$ cat config.mk
export PLATFORM = sky130hd
export DESIGN_NAME = mem_arbiter_flat
export DESIGN_NICKNAME = d
export VERILOG_FILES = /design/src/rtl/mem_arbiter_pkg.sv /design/src/rtl/mem_arbiter_if.sv /design/src/rtl/mem_arbiter_arb_priority.sv /design/src/rtl/mem_arbiter.sv /design/src/flat_wrapper.sv
export SDC_FILE = /design/constraint.sdc
export NUM_CORES = 1
export LEC_CHECK = 0
export BUFFER_PORTS_ARGS = -buffer_cell sky130_fd_sc_hd__buf_2
export CORE_ASPECT_RATIO = 0.7
export CORE_MARGIN = 2
export CORE_UTILIZATION = 51
export DETAILED_ROUTE_END_ITERATION = 16
export MAX_ROUTING_LAYER = met4
export PLACE_DENSITY = 0.85
export SKIP_CTS_REPAIR_TIMING = 1
export SLEW_MARGIN = 20
export SYNTH_ARGS = -nofsm -noshare
export SYNTH_HDL_FRONTEND = slang
export SYNTH_HIERARCHICAL = 1
export SYNTH_SLANG_ARGS = --single-unit
$ cat constraint.sdc
create_clock -name CLK -period 8.1 [get_ports CLK]
set_input_delay 0.405 -clock CLK [delete_from_list [all_inputs] [get_ports CLK]]
set_output_delay 0.405 -clock CLK [all_outputs]
set_load 0.005 [all_outputs]
$ cat src/rtl/mem_arbiter_pkg.sv
// mem_arbiter_pkg
// Shared types and default constants for the instruction/data RAM arbiter.
//   arb_state_t : arbiter FSM states (IDLE, IACC, DACC, RESP)
//   word_t      : processor data word
//   addr_t      : processor byte address
//   DEF_*       : default parameter values used by the interface and the top
package mem_arbiter_pkg;

  localparam int DEF_AW       = 32;
  localparam int DEF_DW       = 32;
  localparam int DEF_MAX_DRUN = 4;
  localparam int DEF_TIMEOUT  = 64;

  typedef logic [DEF_DW-1:0] word_t;
  typedef logic [DEF_AW-1:0] addr_t;

  typedef enum logic [1:0] {
    IDLE = 2'd0,
    IACC = 2'd1,
    DACC = 2'd2,
    RESP = 2'd3
  } arb_state_t;

endpackage

$ cat src/rtl/mem_arbiter_if.sv
// mem_arbiter_if
// Bundles the requester ports (instruction fetch and data) together with the
// RAM ports of the arbiter.
//   modport slave  : the arbiter's view (takes requests, drives the RAM)
//   modport master : the environment's view (issues requests, acts as RAM)
interface mem_arbiter_if
  import mem_arbiter_pkg::*;
#(
  parameter int AW = DEF_AW,
  parameter int DW = DEF_DW
) ();

  // requester side
  logic          iREN;
  logic [AW-1:0] iaddr;
  logic          dREN;
  logic          dWEN;
  logic [AW-1:0] daddr;
  logic [DW-1:0] dstore;
  logic          ihit;
  logic [DW-1:0] iload;
  logic          dhit;
  logic [DW-1:0] dload;
  logic          err;

  // RAM side
  logic          ramREN;
  logic          ramWEN;
  logic [AW-1:0] ramaddr;
  logic [DW-1:0] ramstore;
  logic [DW-1:0] ramload;
  logic          ram_done;

  modport slave (
    input  iREN, iaddr, dREN, dWEN, daddr, dstore, ramload, ram_done,
    output ihit, iload, dhit, dload, err, ramREN, ramWEN, ramaddr, ramstore
  );

  modport master (
    output iREN, iaddr, dREN, dWEN, daddr, dstore, ramload, ram_done,
    input  ihit, iload, dhit, dload, err, ramREN, ramWEN, ramaddr, ramstore
  );

endinterface

$ cat src/rtl/mem_arbiter_arb_priority.sv
// arb_priority
// Combinational grant policy: data requests win unless an instruction request
// is pending and the data side has already used up its run of grants.
//   iren_i     : instruction read request
//   dreq_i     : data request (read or write)
//   drun_max_i : starvation counter has reached its limit
//   grant_i_o  : grant the instruction side
//   grant_d_o  : grant the data side
module arb_priority (
  input  logic iren_i,
  input  logic dreq_i,
  input  logic drun_max_i,
  output logic grant_i_o,
  output logic grant_d_o
);

  assign grant_d_o = dreq_i & ~(iren_i & drun_max_i);
  assign grant_i_o = iren_i & ~grant_d_o;

endmodule

$ cat src/rtl/mem_arbiter.sv
// mem_arbiter
// Shares one single-ported RAM between instruction fetch and data access.
// A granted request is latched into the RAM-side registers and held until
// ram_done (or watchdog expiry); a one-cycle RESP state then returns the hit.
//   CLK, RST : clock (rising edge), asynchronous active-high reset
//   bus      : mem_arbiter_if.slave carrying requester and RAM signals
module mem_arbiter
  import mem_arbiter_pkg::*;
#(
  parameter int MAX_DRUN = DEF_MAX_DRUN,
  parameter int TIMEOUT  = DEF_TIMEOUT,
  parameter int AW       = DEF_AW,
  parameter int DW       = DEF_DW
) (
  input  logic          CLK,
  input  logic          RST,
  mem_arbiter_if.slave  bus
);

  localparam int DRW = $clog2(MAX_DRUN + 1);
  localparam int WDW = (TIMEOUT > 1) ? $clog2(TIMEOUT) : 1;

  arb_state_t    state_q;
  logic [DRW-1:0] drun_q, drun_d;
  logic [WDW-1:0] wdog_q;
  logic          ihit_q, dhit_q, err_q;
  logic [DW-1:0] iload_q, dload_q;
  // The RAM-side registers double as the latched address, op and store data.
  logic          ramREN_q, ramWEN_q;
  logic [AW-1:0] ramaddr_q;
  logic [DW-1:0] ramstore_q;

  logic dreq, drun_max, grant_i, grant_d, expire;

  assign dreq     = bus.dREN | bus.dWEN;
  assign drun_max = (drun_q == DRW'(MAX_DRUN));
  assign expire   = (wdog_q == WDW'(TIMEOUT - 1));

  arb_priority u_prio (
    .iren_i     (bus.iREN),
    .dreq_i     (dreq),
    .drun_max_i (drun_max),
    .grant_i_o  (grant_i),
    .grant_d_o  (grant_d)
  );

  // Starvation counter next value; only committed when arbitrating in IDLE.
  always_comb begin
    // NOTE: default first so every path assigns drun_d and no latch is inferred.
    drun_d = drun_q;
    if (grant_i) begin
      drun_d = '0;
    end else if (grant_d) begin
      if (!bus.iREN)     drun_d = '0;
      else if (!drun_max) drun_d = drun_q + DRW'(1);
    end
  end

  // NOTE: sequential state uses non-blocking assignments so every register
  // sees pre-edge values; every register, load latches included, is reset so
  // all outputs read 0 while RST is high.
  always_ff @(posedge CLK or posedge RST) begin
    if (RST) begin
      state_q    <= IDLE;
      drun_q     <= '0;
      wdog_q     <= '0;
      ihit_q     <= 1'b0;
      dhit_q     <= 1'b0;
      err_q      <= 1'b0;
      iload_q    <= '0;
      dload_q    <= '0;
      ramREN_q   <= 1'b0;
      ramWEN_q   <= 1'b0;
      ramaddr_q  <= '0;
      ramstore_q <= '0;
    end else begin
      ihit_q <= 1'b0;
      dhit_q <= 1'b0;
      err_q  <= 1'b0;
      case (state_q)
        IDLE: begin
          drun_q <= drun_d;
          wdog_q <= '0;
          if (grant_d) begin
            state_q    <= DACC;
            ramaddr_q  <= bus.daddr;
            ramstore_q <= bus.dstore;
            // dREN and dWEN together is treated as a write.
            ramWEN_q   <= bus.dWEN;
            ramREN_q   <= ~bus.dWEN;
          end else if (grant_i) begin
            state_q    <= IACC;
            ramaddr_q  <= bus.iaddr;
            ramstore_q <= '0;
            ramWEN_q   <= 1'b0;
            ramREN_q   <= 1'b1;
          end
        end
        IACC, DACC: begin
          if (bus.ram_done || expire) begin
            state_q    <= RESP;
            ramREN_q   <= 1'b0;
            ramWEN_q   <= 1'b0;
            ramaddr_q  <= '0;
            ramstore_q <= '0;
            // A completion in the expiry cycle still counts as normal.
            err_q      <= ~bus.ram_done;
            if (state_q == IACC) begin
              ihit_q  <= 1'b1;
              iload_q <= bus.ram_done ? bus.ramload : '0;
            end else begin
              dhit_q <= 1'b1;
              if (!bus.ram_done)  dload_q <= '0;
              else if (ramREN_q)  dload_q <= bus.ramload;
            end
          end else begin
            wdog_q <= wdog_q + WDW'(1);
          end
        end
        // One cycle for the requester to drop its served request.
        RESP:    state_q <= IDLE;
        default: state_q <= IDLE;
      endcase
    end
  end

  assign bus.ihit     = ihit_q;
  assign bus.iload    = iload_q;
  assign bus.dhit     = dhit_q;
  assign bus.dload    = dload_q;
  assign bus.err      = err_q;
  assign bus.ramREN   = ramREN_q;
  assign bus.ramWEN   = ramWEN_q;
  assign bus.ramaddr  = ramaddr_q;
  assign bus.ramstore = ramstore_q;

endmodule

$ cat src/flat_wrapper.sv
// flat-port wrapper written by rule: the top's interface ports become plain ports
module mem_arbiter_flat import mem_arbiter_pkg::*;
#(
  parameter int MAX_DRUN = DEF_MAX_DRUN,
  parameter int TIMEOUT  = DEF_TIMEOUT,
  parameter int AW       = DEF_AW,
  parameter int DW       = DEF_DW
)
  (CLK, RST, bus_iREN, bus_iaddr, bus_dREN, bus_dWEN, bus_daddr, bus_dstore, bus_ramload, bus_ram_done, bus_ihit, bus_iload, bus_dhit, bus_dload, bus_err, bus_ramREN, bus_ramWEN, bus_ramaddr, bus_ramstore);
  mem_arbiter_if #(.AW(AW), .DW(DW)) bus_i ();
  input  logic CLK;
  input  logic RST;
  input wire logic [$bits(bus_i.iREN)-1:0] bus_iREN;
  input wire logic [$bits(bus_i.iaddr)-1:0] bus_iaddr;
  input wire logic [$bits(bus_i.dREN)-1:0] bus_dREN;
  input wire logic [$bits(bus_i.dWEN)-1:0] bus_dWEN;
  input wire logic [$bits(bus_i.daddr)-1:0] bus_daddr;
  input wire logic [$bits(bus_i.dstore)-1:0] bus_dstore;
  input wire logic [$bits(bus_i.ramload)-1:0] bus_ramload;
  input wire logic [$bits(bus_i.ram_done)-1:0] bus_ram_done;
  output wire logic [$bits(bus_i.ihit)-1:0] bus_ihit;
  output wire logic [$bits(bus_i.iload)-1:0] bus_iload;
  output wire logic [$bits(bus_i.dhit)-1:0] bus_dhit;
  output wire logic [$bits(bus_i.dload)-1:0] bus_dload;
  output wire logic [$bits(bus_i.err)-1:0] bus_err;
  output wire logic [$bits(bus_i.ramREN)-1:0] bus_ramREN;
  output wire logic [$bits(bus_i.ramWEN)-1:0] bus_ramWEN;
  output wire logic [$bits(bus_i.ramaddr)-1:0] bus_ramaddr;
  output wire logic [$bits(bus_i.ramstore)-1:0] bus_ramstore;
  assign bus_i.iREN = bus_iREN;
  assign bus_i.iaddr = bus_iaddr;
  assign bus_i.dREN = bus_dREN;
  assign bus_i.dWEN = bus_dWEN;
  assign bus_i.daddr = bus_daddr;
  assign bus_i.dstore = bus_dstore;
  assign bus_i.ramload = bus_ramload;
  assign bus_i.ram_done = bus_ram_done;
  assign bus_ihit = bus_i.ihit;
  assign bus_iload = bus_i.iload;
  assign bus_dhit = bus_i.dhit;
  assign bus_dload = bus_i.dload;
  assign bus_err = bus_i.err;
  assign bus_ramREN = bus_i.ramREN;
  assign bus_ramWEN = bus_i.ramWEN;
  assign bus_ramaddr = bus_i.ramaddr;
  assign bus_ramstore = bus_i.ramstore;
  mem_arbiter #(.MAX_DRUN(MAX_DRUN), .TIMEOUT(TIMEOUT), .AW(AW), .DW(DW)) u_core (.CLK(CLK), .RST(RST), .bus(bus_i));
endmodule
# == Word-level counts from Yosys, hierarchy flattened ==
# Index checks and enable logic that the tools add are counted.
# op_classes
n_eq_ne,10
n_mux,35
bitwise,9
n_addsub,2
reduce_logical,11
# op_table
operator,count
$mux W32,8
$pmux W32 S2,2
$mux W1,13
$mux W3,4
$pmux W6 S2,1
$reduce_and A3 Y1,3
$add A6 B1 Y6 const B,1
$eq A6 B6 Y1 const B,1
$mux W2,3
$mux W6,1
$ne A3 B2 Y1 const B,2
$pmux W2 S3,1
$not A1 Y1,5
$eq A2 B2 Y1 const B,2
$ne A2 B1 Y1 const B,2
$pmux W1 S2,2
$reduce_and A2 Y1,2
$reduce_and A4 Y1,1
$reduce_bool A2 Y1,2
$add A3 B1 Y3 const B,1
$and A1 B1 Y1,3
$eq A3 B3 Y1 const B,1
$eq A2 B1 Y1 const B,1
$logic_not A2 Y1,1
other kinds (4),4
# totals
elab_cells,79
in_bits,134
out_inout_bits,133
reg_bits,144

# == Longest topological paths before layout ==
# depth
depth_word,9
depth_mapped,11
ltp_nobuf,10

# == Hierarchy ==
# Netlist, hierarchy kept.
# by_module_without_submodules
module,seq_area_each_um2,cells_per_inst,n_inst,area_each_um2
mem_arbiter,3603.5,557,1,6138.4
arb_priority,0.0,3,1,18.8

# == Worst setup path before layout ==
# OpenSTA, ideal clock, no wires.
# synth_path
kind,register to register
startpoint,register u_core.drun_q[0]
endpoint,register u_core.ramaddr_q[10] (netlist: u_core/bus.ramaddr[10])
arrival_ns,1.716
required_ns,8.022
path_stages_with_launch,12
setup_time_ns,0.078
n_path_buf,2
path_slack_ns,6.306
path_cell_list,dfrtp_1 -> inv_1 -> ha_1 -> nand2_1 -> inv_1 -> inv_1 -> a21boi_1 -> clkbuf_1 -> clkbuf_1 -> and3_1 -> a21oi_1 -> o2bb2ai_1
# synth_via
elab_chain_len,8
# synth_lines
element,line,source
start: declaration,mem_arbiter.sv:24,"logic [DRW-1:0] drun_q, drun_d;"
start signal: assignment,mem_arbiter.sv:82,drun_q <= drun_d;
$eq A3 B3 Y1,mem_arbiter.sv:36,assign drun_max = (drun_q == DRW'(MAX_DRUN));
via u_core.drun_max,mem_arbiter.sv:33,"logic dreq, drun_max, grant_i, grant_d, expire;"
$and A1 B1 Y1,mem_arbiter_arb_priority.sv:17,assign grant_d_o = dreq_i & ~(iren_i & drun_max_i);
$not A1 Y1,mem_arbiter_arb_priority.sv:17,
$and A1 B1 Y1,mem_arbiter_arb_priority.sv:17,
$not A1 Y1,mem_arbiter_arb_priority.sv:18,assign grant_i_o = iren_i & ~grant_d_o;
$and A1 B1 Y1,mem_arbiter_arb_priority.sv:18,
via u_core.grant_i,mem_arbiter.sv:33,
$ne A3 B2 Y1 (no line),-,
$reduce_and A3 Y1 (no line),-,
end signal: assignment,mem_arbiter.sv:86,ramaddr_q <= bus.daddr;
end signal: assignment,mem_arbiter.sv:93,ramaddr_q <= bus.iaddr;
end: declaration,mem_arbiter.sv:30,logic [AW-1:0] ramaddr_q;
# The timed path passes the listed nets, and every way through them passes these cells.
# A chain may end at the register's enable or synchronous reset.

# == Final worst setup path ==
# layout_path
startpoint,register u_core.drun_q[0]
endpoint,register u_core.ramstore_q[6] (netlist: u_core/bus.ramstore[6])
# layout_via
elab_chain_len,8
# layout_lines
element,line,source
$eq A3 B3 Y1,mem_arbiter.sv:36,
via u_core.drun_max,mem_arbiter.sv:33,
$and A1 B1 Y1,mem_arbiter_arb_priority.sv:17,
$not A1 Y1,mem_arbiter_arb_priority.sv:17,
$and A1 B1 Y1,mem_arbiter_arb_priority.sv:17,
$not A1 Y1,mem_arbiter_arb_priority.sv:18,
$and A1 B1 Y1,mem_arbiter_arb_priority.sv:18,
via u_core.grant_i,mem_arbiter.sv:33,
$ne A3 B2 Y1 (no line),-,
$reduce_and A3 Y1 (no line),-,
end signal: assignment,mem_arbiter.sv:87,ramstore_q <= bus.dstore;
end: declaration,mem_arbiter.sv:31,logic [DW-1:0] ramstore_q;
# The timed path passes the listed nets, and every way through them passes these cells.

==> results.json <==
{
  "result_of_the_run": "finished, final reports clean",
  "worst_skew_pair.late_latency_ns": 0.41,
  "area_growth_pct": 32.3,
  "maxCapViolCount": 0,
  "synth.top_cell.area_share_pct": 58.5,
  "gpl.final_weighted_congestion": 0.810,
  "detailedRoute.firstIterationViolations": 365,
  "layout.cells.non_filler": 972,
  "cts_inserted_buffers": 17,
  "cts_tree": "built",
  "final-max-slew-violation-count": 0,
  "most_used_flip_flop_cell_after_synthesis": "sky130_fd_sc_hd__dfrtp_1",
  "synth-edff-count": 0,
  "share_of_post_route_cells_with_drive_strength_above_1_pct": 38.8,
  "final.hold.worst_slack_ns": 0.144,
  "worstMarginPinSlew_ns": 1.03,
  "global_route_wire_length_before_repair_um": 26900,
  "routed_wl_um": 17300,
  "final_nets": 941,
  "vias_in_the_first_global_route": 5410,
  "synth_area_leader_cell": "sky130_fd_sc_hd__dfrtp_1",
  "final_hold_violating_endpoints": 0,
  "antenna_found_initial": 0,
  "worst_slew_margin_rel_pct": 31.1,
  "numPlacedInstances": 940,
  "via_total_after_detailed_routing": 5617,
  "synth_simple_gate_area_share_pct": 13.9,
  "initial_utilization_pct": 52.5,
  "pwr_density_cell_nw_per_um2": 372,
  "synth_compound_gate_area_share_pct": 21.4,
  "setup_tns_ns": 0,
  "count_of_port_buffers_added_during_placement": 266,
  "crit_path_start_kind": "flop",
  "clk_pin_slew_worst_setup_hold_paths_ns": 0.06,
  "reported_leakage_power_uw": 0.00425,
  "irDropWorstVdd_mv": 0.204,
  "avgViaCountPerCell": 5.78,
  "grt_max_degree": 99,
  "clock_sinks": 144,
  "data_arrival_critical_path_ns": 3.37,
  "post_synth_mux_area_share_pct": 0.691,
  "worstPathRequired_ns": 8.38,
  "synthesis.nets": 699,
  "ys_seq_area_share_pct": 58.5,
  "finalCritPeriodShare_pct": 38.1,
  "synth_top_family_by_area": "compound AO/OA/AOI/OAI gates",
  "critPathKind": "flop to flop",
  "hpwl_um": 12000,
  "syn_area_sq_um": 6160,
  "dieWidth_um": 135,
  "synthAdderAreaFrac_pct": 1.02,
  "drcViolationCount": 0,
  "setup-violations-final": 0,
  "synth_async_sr_flop_share_pct": 100,
  "dr.pass1.iters": 6,
  "design.die.area_sq_um": 13000,
  "min_path_type": "input pin to asynchronous set/reset pin",
  "critical_path.endpoint_type": "flop",
  "grt_setup_unrepaired": "false",
  "count_of_warnings_emitted_by_yosys": 6,
  "stdcell_area_sq_um": 8140,
  "top_level_ports": 267,
  "syn_inst": 560,
  "synth.distinct_cells": 45,
  "die_height_um": 95.9,
  "clock_root_buffer": "sky130_fd_sc_hd__clkbuf_16",
  "placed_area_sq_um": 7510,
  "clock.fmax_mhz": 324,
  "worst-path-max-fanout": 64,
  "ctsHtreeMaxLevel": 4,
  "syn-mean-instance-area_sq_um": 11.0,
  "num_antenna_cells": 0,
  "drtAntennaViolNets": 0,
  "global_route.usage.total_pct": 27.2,
  "fp.coreArea_sq_um": 11700,
  "timing.clock.skew_ns": 0.0126,
  "synthXorXnorAreaFrac_pct": 0.142,
  "post-layout-total-power_uw": 3030,
  "ys_seq_elements": 144,
  "avgRoutedWirePerCell_um": 17.8,
  "gr-total-overflow": 0,
  "finalCriticalPeriod_ns": 3.09,
  "post_synth_main_area_contributors": "sky130_fd_sc_hd__dfrtp_1, sky130_fd_sc_hd__a22o_1, sky130_fd_sc_hd__nand3_1",
  "clk_path_buf_depth": 2,
  "rows": 33
}
worst max-delay path: stages, from the launching register on:
cell and delay (ns):
sky130_fd_sc_hd__dfrtp_1 0.41, sky130_fd_sc_hd__inv_1 0.08, sky130_fd_sc_hd__ha_1 0.16, sky130_fd_sc_hd__nand2_1 0.09, sky130_fd_sc_hd__inv_1 0.10, sky130_fd_sc_hd__inv_1 0.05, sky130_fd_sc_hd__a21boi_2 0.77, sky130_fd_sc_hd__nor2_1 0.21
sky130_fd_sc_hd__a21oi_1 0.32, sky130_fd_sc_hd__nand2_4 0.42, sky130_fd_sc_hd__a22o_1 0.34
flip-flops by register name (all words and copies together), names as in the netlist, 2 cells and up:
| signal | count |
|---|---|
| u_core/wdog_q | 6 |
| u_core/state_q | 2 |
| u_core/bus.ramaddr | 32 |
| u_core/bus.dload | 32 |
| u_core/bus.ramstore | 32 |
| u_core/bus.iload | 32 |
| u_core/drun_q | 3 |
layout by cell type (no fill, tap or decap), drive strengths merged, types with 2 or more instances in the layout:
cell type  instances
clkinv             6
a21oi             31
a22o              66
inv               13
ha                 5
mux2i              2
mux2               2
dfrtp            144
nand3b             3
nor2b              5
o2bb2ai           31
a22oi              5
nand2             42
and3              29
o22ai              2
o21ai             35
clkbuf            19
a31oi              2
nand2b             3
a21o               2
buf              270
a211oi             2
nor2              12
a21boi             2
nand3             67
bufinv             4
cells by family (layout without fill, tap and decap cells):
family / count (synthesis) / in the layout
compound gates: 181 / 181
flops: 144 / 144
fa+ha+maj: 5 / 5
mux: 4 / 4
simple gates: 167 / 167
buf+inv: 58 / 313
xor+xnor: 1 / 1
worst paths after layout:
path                       cells after the start             startpoint  slack (ns)                      end
hold reg to reg                                1  u_core/bus.ramaddr[0]        0.49    u_core/bus.ramaddr[0]
hold / removal                                 2                    RST        0.14   u_core/bus.ramaddr[25]
min in group CLK                               2         bus_dstore[26]        0.22  u_core/bus.ramstore[26]
max in group asynchronous                      3                    RST        6.78   u_core/bus.ramstore[6]
setup / recovery                              10       u_core/drun_q[0]        5.01   u_core/bus.ramstore[6]
setup reg to reg                              10       u_core/drun_q[0]        5.01   u_core/bus.ramstore[6]
power breakdown:
part	switching [uW]	internal, uW	total, uW
registers	153	954	1110
logic	649	461	1110
clock network	294	517	811
routing by layer:
metal  track usage [%]  routed length, um  part of all wire, %
met4              9.29                217                  1.3
met2              44.6               8650                   50
met5                 -                  0                    0
met1              34.7               7370                   42
met3              5.21               1100                  6.4
synthesized netlist by cell type (all sizes together) (3+ instances only):
cell and number:
a22oi 5, ha 5, nand2b 3, a21oi 31
and3 29, nand3 67, dfrtp 144, buf 26
clkbuf 21, nor2 12, nor2b 5, o21ai 35
a22o 66, o2bb2ai 31, nand2 42, inv 11
nand3b 3
cell type report:
class | instances | area (sq um)
clock buffer | 19 | 433
clock inverter | 13 | 186
fill | 875 | 3580
inverter | 11 | 46.3
multi-input combinational | 358 | 2320
sequential | 144 | 3600
tap | 157 | 196
timing repair buffer | 270 | 1360
per-stage QoR:
step / worst slack [ns] / utilization (%)
3_5_place_dp: 4.81 / 64.0
4_1_cts: 4.81 / 69.3
5_1_grt: 4.73 / 69.5
6_report: 5.01 / 69.5
3_3_place_gp: 5.00 / 64.0
2_1_floorplan: 3.83 / -
Power figures use the tool's default switching activity.
